===== src/rtl/keygen_mul_pkg.sv =====
// Shared widths, stage bounds and mode encoding for the keygen multiply/accumulate pipe.
package keygen_mul_pkg;

    localparam int A_WIDTH_DEF   = 13;
    localparam int B_WIDTH_DEF   = 9;
    localparam int P_WIDTH_DEF   = 13;
    localparam int NUM_STAGE_MIN = 2;
    localparam int NUM_STAGE_MAX = 8;
    localparam int CNT_WIDTH     = 8;

    localparam logic [CNT_WIDTH-1:0] CNT_MAX = '1;

    typedef enum logic {
        MODE_MUL = 1'b0,
        MODE_ACC = 1'b1
    } mode_e;

    // Beat counter increment that sticks at the all-ones value.
    function automatic logic [CNT_WIDTH-1:0] satInc(input logic [CNT_WIDTH-1:0] v);
        return (v == CNT_MAX) ? v : v + 1'b1;
    endfunction

endpackage


===== src/rtl/keygen_mul_delay.sv =====
// Width/depth parametrised register line with clock enable and async clear.
// A depth of zero collapses to a wire so the top can run with only two stages.
module keygen_mul_delay #(
    parameter int WIDTH = 1,
    parameter int DEPTH = 1
) (
    input  logic             clk,
    input  logic             reset,
    input  logic             ce,
    input  logic [WIDTH-1:0] d_i,
    output logic [WIDTH-1:0] q_o
);

    generate
        if (DEPTH == 0) begin : g_bypass
            logic unusedCtrl;
            assign unusedCtrl = clk ^ reset ^ ce;
            assign q_o = d_i;
        end else begin : g_line
            logic [WIDTH-1:0] line_q [DEPTH];

            always_ff @(posedge clk or posedge reset) begin
                if (reset) begin
                    for (int i = 0; i < DEPTH; i++) line_q[i] <= '0;
                end else if (ce) begin
                    line_q[0] <= d_i;
                    for (int i = 1; i < DEPTH; i++) line_q[i] <= line_q[i-1];
                end
            end

            assign q_o = line_q[DEPTH-1];
        end
    endgenerate

endmodule


===== src/rtl/keygen_mac_pipe.sv =====
// Pipelined multiplier with optional framed accumulation (first/last) and beat counting.
// Stage 1 registers inputs, middle stages carry the product, the last stage accumulates/outputs.
module keygen_mac_pipe
    import keygen_mul_pkg::*;
#(
    parameter int A_WIDTH   = A_WIDTH_DEF,
    parameter int B_WIDTH   = B_WIDTH_DEF,
    parameter int P_WIDTH   = P_WIDTH_DEF,
    parameter bit A_SIGNED  = 1'b1,
    parameter bit B_SIGNED  = 1'b0,
    parameter int NUM_STAGE = 4
) (
    input  logic                 clk,
    input  logic                 reset,
    input  logic                 ce,
    input  logic                 in_valid,
    input  logic [A_WIDTH-1:0]   din0,
    input  logic [B_WIDTH-1:0]   din1,
    input  logic                 mode,
    input  logic                 first,
    input  logic                 last,
    output logic                 out_valid,
    output logic [P_WIDTH-1:0]   dout,
    output logic [CNT_WIDTH-1:0] out_count
);

    localparam int  FW       = A_WIDTH + B_WIDTH;
    localparam bit  SIGN_EXT = A_SIGNED || B_SIGNED;
    localparam int  MID_W    = P_WIDTH + 4;

    generate
        if (NUM_STAGE < NUM_STAGE_MIN || NUM_STAGE > NUM_STAGE_MAX) begin : g_badStage
            $error("keygen_mac_pipe: NUM_STAGE=%0d outside %0d..%0d",
                   NUM_STAGE, NUM_STAGE_MIN, NUM_STAGE_MAX);
        end
    endgenerate

    logic [A_WIDTH-1:0] a_q;
    logic [B_WIDTH-1:0] b_q;
    logic               valid_q, mode_q, first_q, last_q;

    always_ff @(posedge clk or posedge reset) begin
        if (reset) begin
            a_q     <= '0;
            b_q     <= '0;
            valid_q <= 1'b0;
            mode_q  <= 1'b0;
            first_q <= 1'b0;
            last_q  <= 1'b0;
        end else if (ce) begin
            a_q     <= din0;
            b_q     <= din1;
            valid_q <= in_valid;
            mode_q  <= mode;
            first_q <= first;
            last_q  <= last;
        end
    end

    // Operands are widened to the full product width so one unsigned multiply
    // yields the correct two's complement result modulo 2^FW.
    logic [FW-1:0]      aExt, bExt, fullProd;
    logic [P_WIDTH-1:0] prodP;

    assign aExt     = A_SIGNED ? {{B_WIDTH{a_q[A_WIDTH-1]}}, a_q} : {{B_WIDTH{1'b0}}, a_q};
    assign bExt     = B_SIGNED ? {{A_WIDTH{b_q[B_WIDTH-1]}}, b_q} : {{A_WIDTH{1'b0}}, b_q};
    assign fullProd = aExt * bExt;

    generate
        if (P_WIDTH < FW) begin : g_wrap
            logic [FW-P_WIDTH-1:0] unusedHigh;
            assign unusedHigh = fullProd[FW-1:P_WIDTH];
            assign prodP      = fullProd[P_WIDTH-1:0];
        end else if (P_WIDTH == FW) begin : g_exact
            assign prodP = fullProd;
        end else begin : g_extend
            assign prodP = {{(P_WIDTH-FW){SIGN_EXT & fullProd[FW-1]}}, fullProd};
        end
    endgenerate

    logic [MID_W-1:0]   midIn, midOut;
    logic               stValid, stMode, stFirst, stLast;
    logic [P_WIDTH-1:0] stProd;

    assign midIn = {valid_q, mode_q, first_q, last_q, prodP};

    keygen_mul_delay #(
        .WIDTH (MID_W),
        .DEPTH (NUM_STAGE - 2)
    ) u_delay (
        .clk   (clk),
        .reset (reset),
        .ce    (ce),
        .d_i   (midIn),
        .q_o   (midOut)
    );

    assign {stValid, stMode, stFirst, stLast, stProd} = midOut;

    logic [P_WIDTH-1:0]   acc_q, acc_d, dout_q, dout_d, sum;
    logic [CNT_WIDTH-1:0] cnt_q, cnt_d, outCount_q, outCount_d, cntNext;
    logic                 outValid_q, outValid_d;

    // A first beat restarts from zero; last emits the sum and clears the running state.
    always_comb begin
        acc_d      = acc_q;
        cnt_d      = cnt_q;
        dout_d     = dout_q;
        outCount_d = outCount_q;
        outValid_d = 1'b0;
        sum        = (stFirst ? '0 : acc_q) + stProd;
        cntNext    = satInc(stFirst ? '0 : cnt_q);
        if (stValid) begin
            if (stMode == MODE_MUL) begin
                outValid_d = 1'b1;
                dout_d     = stProd;
                outCount_d = CNT_WIDTH'(1);
            end else if (stLast) begin
                outValid_d = 1'b1;
                dout_d     = sum;
                outCount_d = cntNext;
                acc_d      = '0;
                cnt_d      = '0;
            end else begin
                acc_d = sum;
                cnt_d = cntNext;
            end
        end
    end

    always_ff @(posedge clk or posedge reset) begin
        if (reset) begin
            acc_q      <= '0;
            cnt_q      <= '0;
            dout_q     <= '0;
            outCount_q <= '0;
            outValid_q <= 1'b0;
        end else if (ce) begin
            acc_q      <= acc_d;
            cnt_q      <= cnt_d;
            dout_q     <= dout_d;
            outCount_q <= outCount_d;
            outValid_q <= outValid_d;
        end
    end

    assign out_valid = outValid_q;
    assign dout      = dout_q;
    assign out_count = outCount_q;

endmodule

===== config.mk =====
export PLATFORM = sky130hd
export DESIGN_NAME = keygen_mac_pipe
export DESIGN_NICKNAME = d
export VERILOG_FILES = /design/src/rtl/keygen_mul_pkg.sv /design/src/rtl/keygen_mul_delay.sv /design/src/rtl/keygen_mac_pipe.sv
export SDC_FILE = /design/constraint.sdc
export NUM_CORES = 1
export LEC_CHECK = 0
export CELL_PAD_IN_SITES_DETAIL_PLACEMENT = 0
export CELL_PAD_IN_SITES_GLOBAL_PLACEMENT = 1
export CORE_ASPECT_RATIO = 2
export CORE_MARGIN = 1.5
export CORE_UTILIZATION = 43
export CTS_CLUSTER_DIAMETER = 50
export DETAILED_ROUTE_END_ITERATION = 8
export PLACE_DENSITY_LB_ADDON = 0.08
export SYNTH_ARGS = -nofsm -noshare
export SYNTH_HDL_FRONTEND = slang
export SYNTH_HIERARCHICAL = 1
export SYNTH_SLANG_ARGS = --single-unit

===== constraint.sdc =====
create_clock -name clk -period 5.1 [get_ports clk]
set_input_delay 1.02 -clock clk [delete_from_list [all_inputs] [get_ports clk]]
set_output_delay 1.02 -clock clk [all_outputs]
set_load 0.1 [all_outputs]

* Word-level counts from Yosys, hierarchy flattened
Cells that the tools add are included.
Widths: inputs -> output; s select.
** Word-level totals
- Bits in registers :: 103
- Word-level logic and storage cells :: 32
** Operators by class
- Multiplexer cells :: 12
- Equal/unequal tests :: 2
- Reductions and logical operators :: 2
- $mul :: 1
- Add/sub/neg operators :: 2
** Operators with widths (number)
- $mux 13 :: 4
- $mux 8 :: 5
- $add 13x13->13 :: 1
- $mul 13x10->13 :: 1
- $add 8x1->8 const B :: 1
- $eq 8x8->1 const B :: 1
- $reduce_and 3->1 :: 2
- $mux 1 :: 3
- $ne 2x2->1 const B :: 1

* Logic depth before layout (Yosys ltp)
Gate-level depths: netlist of run 1.
- Word-level depth :: 5
- Gate-level depth with buffers :: 19
- Mapped depth without buffers :: 18

* By module
The synthesis of run 1 kept the hierarchy.
** By module, submodules not included
- keygen_mac_pipe :: cells each 591, area an instance 5750.5 um2, instances 1, seq. area each 1726.7 um2
- keygen_mul_delay :: cells each 90, area an instance 1549.0 um2, instances 1, seq. area each 850.8 um2

* Worst setup path after synthesis of run 1
Ideal clock, no wire load.
- Kind :: register to register
- Start point :: register b_q[1]
- End point :: register u_delay/g_line.line_q[29] (netlist name)
- Setup time :: 125 ps
- Slack :: 244 ps
- Data arrival time :: 4731 ps
- Path buffers :: 1
- Required time :: 4975 ps
- Cell stages (with the launch flop) :: 18
- Period minus slack after synthesis :: 4856 ps
- Path through :: dfrtp_1 -> clkbuf_1 -> nand2_1 -> fa_1 -> inv_1 -> fa_1 -> inv_1 -> fa_1 -> inv_1 -> fa_1 -> inv_1 -> fa_1 -> inv_1 -> ha_1 -> o41ai_1 -> o21ai_0 -> xnor2_1 -> mux2_4
** Between the ends
- Longest elaborated chain between the ends :: 1
** RTL lines
- start: declaration :: line keygen_mac_pipe.sv:39 : logic [B_WIDTH-1:0] b_q;
- start signal: assignment :: line keygen_mac_pipe.sv:52 : b_q <= din1;
- $mul 13x10->13 :: line keygen_mac_pipe.sv:67 : assign fullProd = aExt * bExt;
- named net fullProd[12] :: line keygen_mac_pipe.sv:62 : logic [FW-1:0] aExt, bExt, fullProd;
- end: declaration :: line keygen_mul_delay.sv:20 : logic [WIDTH-1:0] line_q [DEPTH];
The timed path passes the listed nets, and every way through them passes these cells.
A chain may end at the register's enable or synchronous reset.

* Final worst setup path of run 1
- Start point :: register a_q[4]
- End point :: register u_delay/g_line.line_q[29] (netlist name)
** Between the ends
- Longest elaborated chain between the ends :: 1
** RTL lines
- start: declaration :: line keygen_mac_pipe.sv:38 : logic [A_WIDTH-1:0] a_q;
- start signal: assignment :: line keygen_mac_pipe.sv:51 : a_q <= din0;
- $mul 13x10->13 :: line keygen_mac_pipe.sv:67
- named net fullProd[12] :: line keygen_mac_pipe.sv:62
The timed path passes the listed nets, and every way through them passes these cells.

==> results of run 1 <==
[cells in the final DEF, fill, tap and decap left out, types with 9 or more instances in the layout]
| cell type | Yosys | layout |
|---|---|---|
| fa_1 | 44 | 44 |
| xnor2_1 | 33 | 33 |
| a22o_1 | 12 | 12 |
| buf_4 | 19 | 18 |
| ha_1 | 43 | 43 |
| mux2_2 | 30 | 30 |
| mux2_4 | 30 | 30 |
| inv_1 | 66 | 65 |
| and2_1 | 36 | 36 |
| nor2_1 | 13 | 13 |
| nand2_1 | 82 | 82 |
| clkbuf_16 | 0 | 9 |
| dfrtp_1 | 103 | 96 |
| clkdlybuf4s50_1 | 0 | 49 |
| o21ai_0 | 30 | 29 |
| nor2b_1 | 15 | 15 |
| a21o_1 | 11 | 11 |
| a21oi_1 | 15 | 15 |
[repair_timing]
item | 4_1_cts | 5_1_grt
gates resized for setup | 0 | 9
hold buffers | 0 | 0
setup endpoints to repair | 0 | 2
endpoints found under the hold margin | 0 | 0
[critical path: stages (launching register included)]
cell	delay [ps]
dfrtp_1	550
nand2_1	130
fa_1	510
inv_1	50
fa_1	450
ha_1	330
fa_1	540
inv_1	50
fa_1	530
inv_1	40
ha_1	360
nand2_1	60
o21ai_0	330
o41ai_2	120
buf_4	150
o21ai_0	200
xnor2_1	100
mux2_4	260
[stage by stage]
step                area, um^2    util  hold WS, ps  std cells  power (mW)
floorplan                 7300       -        440.7        681       3.877
global placement          7881  0.4724        455.1        909       4.421
detailed placement        7881  0.4724        463.1        909       4.511
CTS                       8179  0.4903        482.1        925       5.251
global route              8195  0.4913        507.6        925       5.676
finish                    8195  0.4913        478.2        925       5.202
[registers in the layout, indices dropped and copies added (netlist names)]
name                   count
out_valid                  1
valid_q                    1
last_q                     1
u_delay/q_o               17
u_delay/g_line.line_q     17
acc_q                     13
a_q                       13
cnt_q                      8
dout                      13
mode_q                     1
out_count                  8
b_q                        9
first_q                    1
[power by group through the flow]
stage / logic, mW / registers (mW) / clock network, mW
finish: 3.23 / 1.26 / 0.712
detailed placement: 3.23 / 1.28 / 0
global placement: 3.15 / 1.27 / 0
global route: 3.61 / 1.30 / 0.768
floorplan: 2.30 / 1.58 / 0
CTS: 3.25 / 1.27 / 0.738
[final cells by class]
type | instances | area, um^2 | share of cell area
Sequential cell | 103 | 2586 | 0.3156
Inverter | 66 | 247.7 | 0.03023
Clock inverter | 6 | 68.82 | 0.008397
Multi-Input combinational cell | 466 | 4179 | 0.5099
Tap cell | 207 | 259.0 | 0.03160
Timing Repair Buffer | 67 | 625.6 | 0.07634
Clock buffer | 10 | 229.0 | 0.02794
[metal layers]
metal  GRT usage  vias to the layer above  share of wire  routed length, um
met4     0.09529                        0          0.039                649
met1      0.1956                     2465           0.34               5705
met5           0                        -              0                  0
met2      0.4062                       57           0.60              10010
li1            -                     2294              -                  -
met3     0.02317                       27          0.013                218
[kinds of logic (layout without fill, tap and decap cells)]
kind of cell,after synthesis,in the layout,share of synthesized area
and+or+nand+nor,170,170,0.1131
buffers and inverters,112,149,0.07542
DFF,103,103,0.3531
AOI/OAI and AO/OA,100,100,0.09582
adders and majority gates,87,87,0.1944
muxes,68,68,0.1190
xor gates and xnor gates,41,41,0.04920
[final timing paths]
path	from	to	slack, ps	depth (start not counted)
setup / recovery	a_q[4]$_DFFE_PP0P_	u_delay/g_line.line_q[29]$_DFFE_PP0P_	220	17
hold / removal	dout[3]$_DFFE_PP0P_	dout[3]$_DFFE_PP0P_	480	2
setup reg to reg	a_q[4]$_DFFE_PP0P_	u_delay/g_line.line_q[29]$_DFFE_PP0P_	220	17
hold reg to reg	dout[3]$_DFFE_PP0P_	dout[3]$_DFFE_PP0P_	480	2
max in group asynchronous	reset	out_count[2]$_DFFE_PP0P_	2930	3
min in group asynchronous	reset	u_delay/g_line.line_q[20]$_DFFE_PP0P_	1110	3
==> flow_summary.ini, run 1 <==
[run_status]
status = finished clean

[timing]
worst-slew-pin-transition_ps = 1013
final-hold-violation-count = 0
finalCritPeriodShare = 0.9566
setup_violations = 0
tns_ps = 0
fmax_mhz = 205.0
slew_headroom = 0.3238
finClkSkew_ps = 10.80
grt_setup_unrepaired = false
fin_crit_ps = 4878
slew_violations = 0
setup_ws_ps = 221.6

[yosys]
synth_area_mm2 = 0.007300
ys_top_cells_by_count = 103 x dfrtp_1, 82 x nand2_1, 66 x inv_1
synth_top_area_cell = dfrtp_1
syn_nets = 797
synthArstFlopShare = 1.000
synth_edf_count = 0
synth-main-ff-cell = dfrtp_1
yosysTopAreaCellShare = 0.3531
synth-seq-cells = 103
synth_cell_types = 55
synth.area.top_cells = dfrtp_1 35%, fa_1 12%, ha_1 7.4%
synth_seq_area_share = 0.3531
yosysWarningCount = 6
yosysMostFrequentCell = dfrtp_1
syn_inst = 681
postSynthAreaPerCell_um2 = 10.72

[critical_path]
crit_path_start_kind = flop
endpoint_kind = flop
path_max_fanout = 10
cp.arrival_ps = 5120
critPathRequiredTime_ps = 5340
worstSetupPathType = reg2reg

[placed_design]
place_ws_ps = 112.2
place_hpwl_um = 13070
gp_congestion = 0.8545
io_buffer_count = 50

[power]
comb_power_share = 0.620
powerDensity_mw_per_mm2 = 634.7
clkPwrFrac = 0.137
internal-power_mw = 2.923
switching_share = 0.4382
ir_worst_vdd_mv = 0.2545
p_sw_mw = 2.279
leakage_nw = 3.863
p_seq_frac = 0.243

[clocking]
max-clock-path-buffers = 2
cts_tree = built
cts_buffers = 9
cts_setup_buffers = 0
clk_latency_ps = 350
htree_levels = 3
cts_num_sinks = 103
cts-root-buf = clkbuf_16
clk_pin_slew_ps = 70

[final_layout]
layout-drive-gt1-share = 0.1574
antenna_cells = 0
final_nets = 829
syn_to_final_growth_pct = 12.27
nFillCells = 1584

[min_path]
min_path_type = reg2reg

[global_routing]
antenna_found_initial = 0
grt_pass1_vias = 5375
track_usage = 0.2045
grt_pass1_wl_um = 27540
overflow = 0
grt_max_degree = 62

[route]
routed_via_density = 5.236
drtIter0Drc = 118
routedWlPerCell_um = 17.93
num_vias = 4843
drt-total-wl_um = 16580
drc = 0
first_pass_iters = 4
ant_nets = 0

[floorplan]
pin_count = 51
die_height_um = 187.3
die_w_um = 95.13
rows = 67
core_mm2 = 0.01668
start_util = 0.4376
dieArea_mm2 = 0.01781

[flow_run]
maxCapViolations = 0
(Power assumes the default switching activity.)
==> inputs of run 2 (changes only) <==
--- a/config.mk
+++ b/config.mk
@@ -7,11 +7,12 @@
 export LEC_CHECK = 0
 export CELL_PAD_IN_SITES_DETAIL_PLACEMENT = 0
 export CELL_PAD_IN_SITES_GLOBAL_PLACEMENT = 1
-export CORE_ASPECT_RATIO = 2
+export CORE_ASPECT_RATIO = 1.2
 export CORE_MARGIN = 1.5
 export CORE_UTILIZATION = 43
 export CTS_CLUSTER_DIAMETER = 50
 export DETAILED_ROUTE_END_ITERATION = 8
+export GPL_ROUTABILITY_DRIVEN = 1
 export PLACE_DENSITY_LB_ADDON = 0.08
 export SYNTH_ARGS = -nofsm -noshare
 export SYNTH_HDL_FRONTEND = slang
==> flow_summary.ini, run 2 (synthesized netlist as in run 1, its figures left out) <==
[run_status]
status = finished clean

[timing]
finClkSkew_ps = 9.625
slew_headroom = 0.2876
tns_ps = 0
grt_setup_unrepaired = false
fmax_mhz = 206.1
fin_crit_ps = 4851
slew_violations = 0
worst-slew-pin-transition_ps = 1067
finalCritPeriodShare = 0.9512
final-hold-violation-count = 0
setup_ws_ps = 249.1
setup_violations = 0

[min_path]
hp-start = acc_q[2]$_DFFE_PP0P_
min_path_type = reg2reg

[route]
routed_via_density = 5.177
num_vias = 4794
drt-total-wl_um = 15930
routedWlPerCell_um = 17.21
first_pass_iters = 4
drc = 0
ant_nets = 0
drtIter0Drc = 176

[clocking]
clk_pin_slew_ps = 70
cts_buffers = 9
cts_hold_buf = 0
max-clock-path-buffers = 2
cts_num_sinks = 103
cts_setup_buffers = 0
cts_resized = 0
cts-root-buf = clkbuf_16
cts_tree = built
htree_levels = 3
clk_latency_ps = 350

[final_layout]
final_nets = 821
layout-drive-gt1-share = 0.1394
syn_to_final_growth_pct = 11.02
final_cell_area_mm2 = 0.008104
final_common_cell = dfrtp_1
antenna_cells = 0
final_cell_mix = 100 x dfrtp_1, 82 x nand2_1, 65 x inv_1, 49 x clkdlybuf4s50_1, 44 x fa_1

[global_routing]
antenna_found_initial = 0
grt_pass1_wl_um = 27080
overflow = 0
grt_pass1_vias = 5280
track_usage = 0.1961
grt_max_degree = 46

[critical_path]
worstReg2RegStart = b_q[6]$_DFFE_PP0P_
path_cells = nand2_1 > fa_1 > fa_1 > fa_1 > inv_1 > fa_1 > inv_1 > fa_1 > xnor2_1 > xnor2_1 > xnor2_1 > xnor2_1 > xnor2_1 > xnor2_1 > mux2_4
crit_path_start_kind = flop
slowest_delay_ps = 610
critPathRequiredTime_ps = 5340
worstSetupPathType = reg2reg
cp-startpoint = b_q[6]$_DFFE_PP0P_
slowest_stage = fa_1
path_max_fanout = 8
critPathMostFrequentCell = xnor2_1
cp.arrival_ps = 5090
endpoint_kind = flop

[placed_design]
place_area_mm2 = 0.007833
io_buffer_count = 50
place_ws_ps = 181.2
place_hpwl_um = 11860
gp_congestion = 0.8394

[power]
p_sw_mw = 2.216
p_seq_frac = 0.252
power_mw = 5.063
ir_worst_vdd_mv = 0.2567
switching_share = 0.4376
comb_power_share = 0.620
internal-power_mw = 2.848
clkPwrFrac = 0.129
powerDensity_mw_per_mm2 = 624.8
leakage_nw = 3.809

[floorplan]
dieArea_mm2 = 0.01777
pin_count = 51
die_height_um = 145.7
rows = 52
start_util = 0.4365
core_mm2 = 0.01672
die_w_um = 121.9

[flow_run]
maxCapViolations = 0
## run 2: cell types whose count changed in the layout (fill, tap and decap cells not counted), sizes merged
cell	previous run	this run
bufinv	1	0
clkinv	3	4
inv	67	66
buf	18	10
clkbuf	10	11
## run 2: final timing paths
check,slack [ps],cells after the start,endpoint
worst max register to register,250,15,u_delay/g_line.line_q[29]$_DFFE_PP0P_
worst max-delay path,250,15,u_delay/g_line.line_q[29]$_DFFE_PP0P_
worst min register to register,480,2,acc_q[2]$_DFFE_PP0P_
min in group asynchronous,1110,3,u_delay/q_o[3]$_DFFE_PP0P_
max in group asynchronous,2850,3,mode_q$_DFFE_PP0P_
worst min-delay path,480,2,acc_q[2]$_DFFE_PP0P_
## run 2: per-layer routing
metal,GRT usage,part of all wire,vias up
li1,-,-,2282
met1,0.2312,0.41,2406
met2,0.3593,0.54,86
met3,0.03096,0.029,20
met4,0.06176,0.021,0
met5,0,0,-
## run 2: per-stage QoR
step                      std cells  hold WS, ps  utilization
final                           926        480.3       0.4847
after global routing            926        508.0       0.4847
after CTS                       926        480.6       0.4844
after detailed placement        910        463.6       0.4684
after global placement          910        456.2       0.4684
after floorplan                 681        440.7            -
## run 2: power by group through the flow
stage / sequential (mW) / clock, mW / combinational, mW
CTS: 1.28 / 0.680 / 3.18
global placement: 1.28 / 0 / 3.11
detailed placement: 1.29 / 0 / 3.16
floorplan: 1.58 / 0 / 2.30
global route: 1.31 / 0.704 / 3.52
finish: 1.27 / 0.653 / 3.14
## run 2: cell type report
class                           instances  area (um^2)
Fill cell                            1562         8617
Multi-Input combinational cell        466         4172
Sequential cell                       103         2581
Timing Repair Buffer                   59        565.5
Tap cell                              216        270.3
Inverter                               66        247.7
Clock buffer                           11        232.7
Clock inverter                          5        35.03
## run 2: worst max-delay path, delay by kind of cell, from the launching register on
kind                     cells  cell delay (ps)
XOR/XNOR                     6             1100
adder cells (fa/ha/maj)      5             2590
buffers and inverters        2              110
flip-flops                   1              550
multiplexers                 1              260
AND/OR/NAND/NOR              1              130
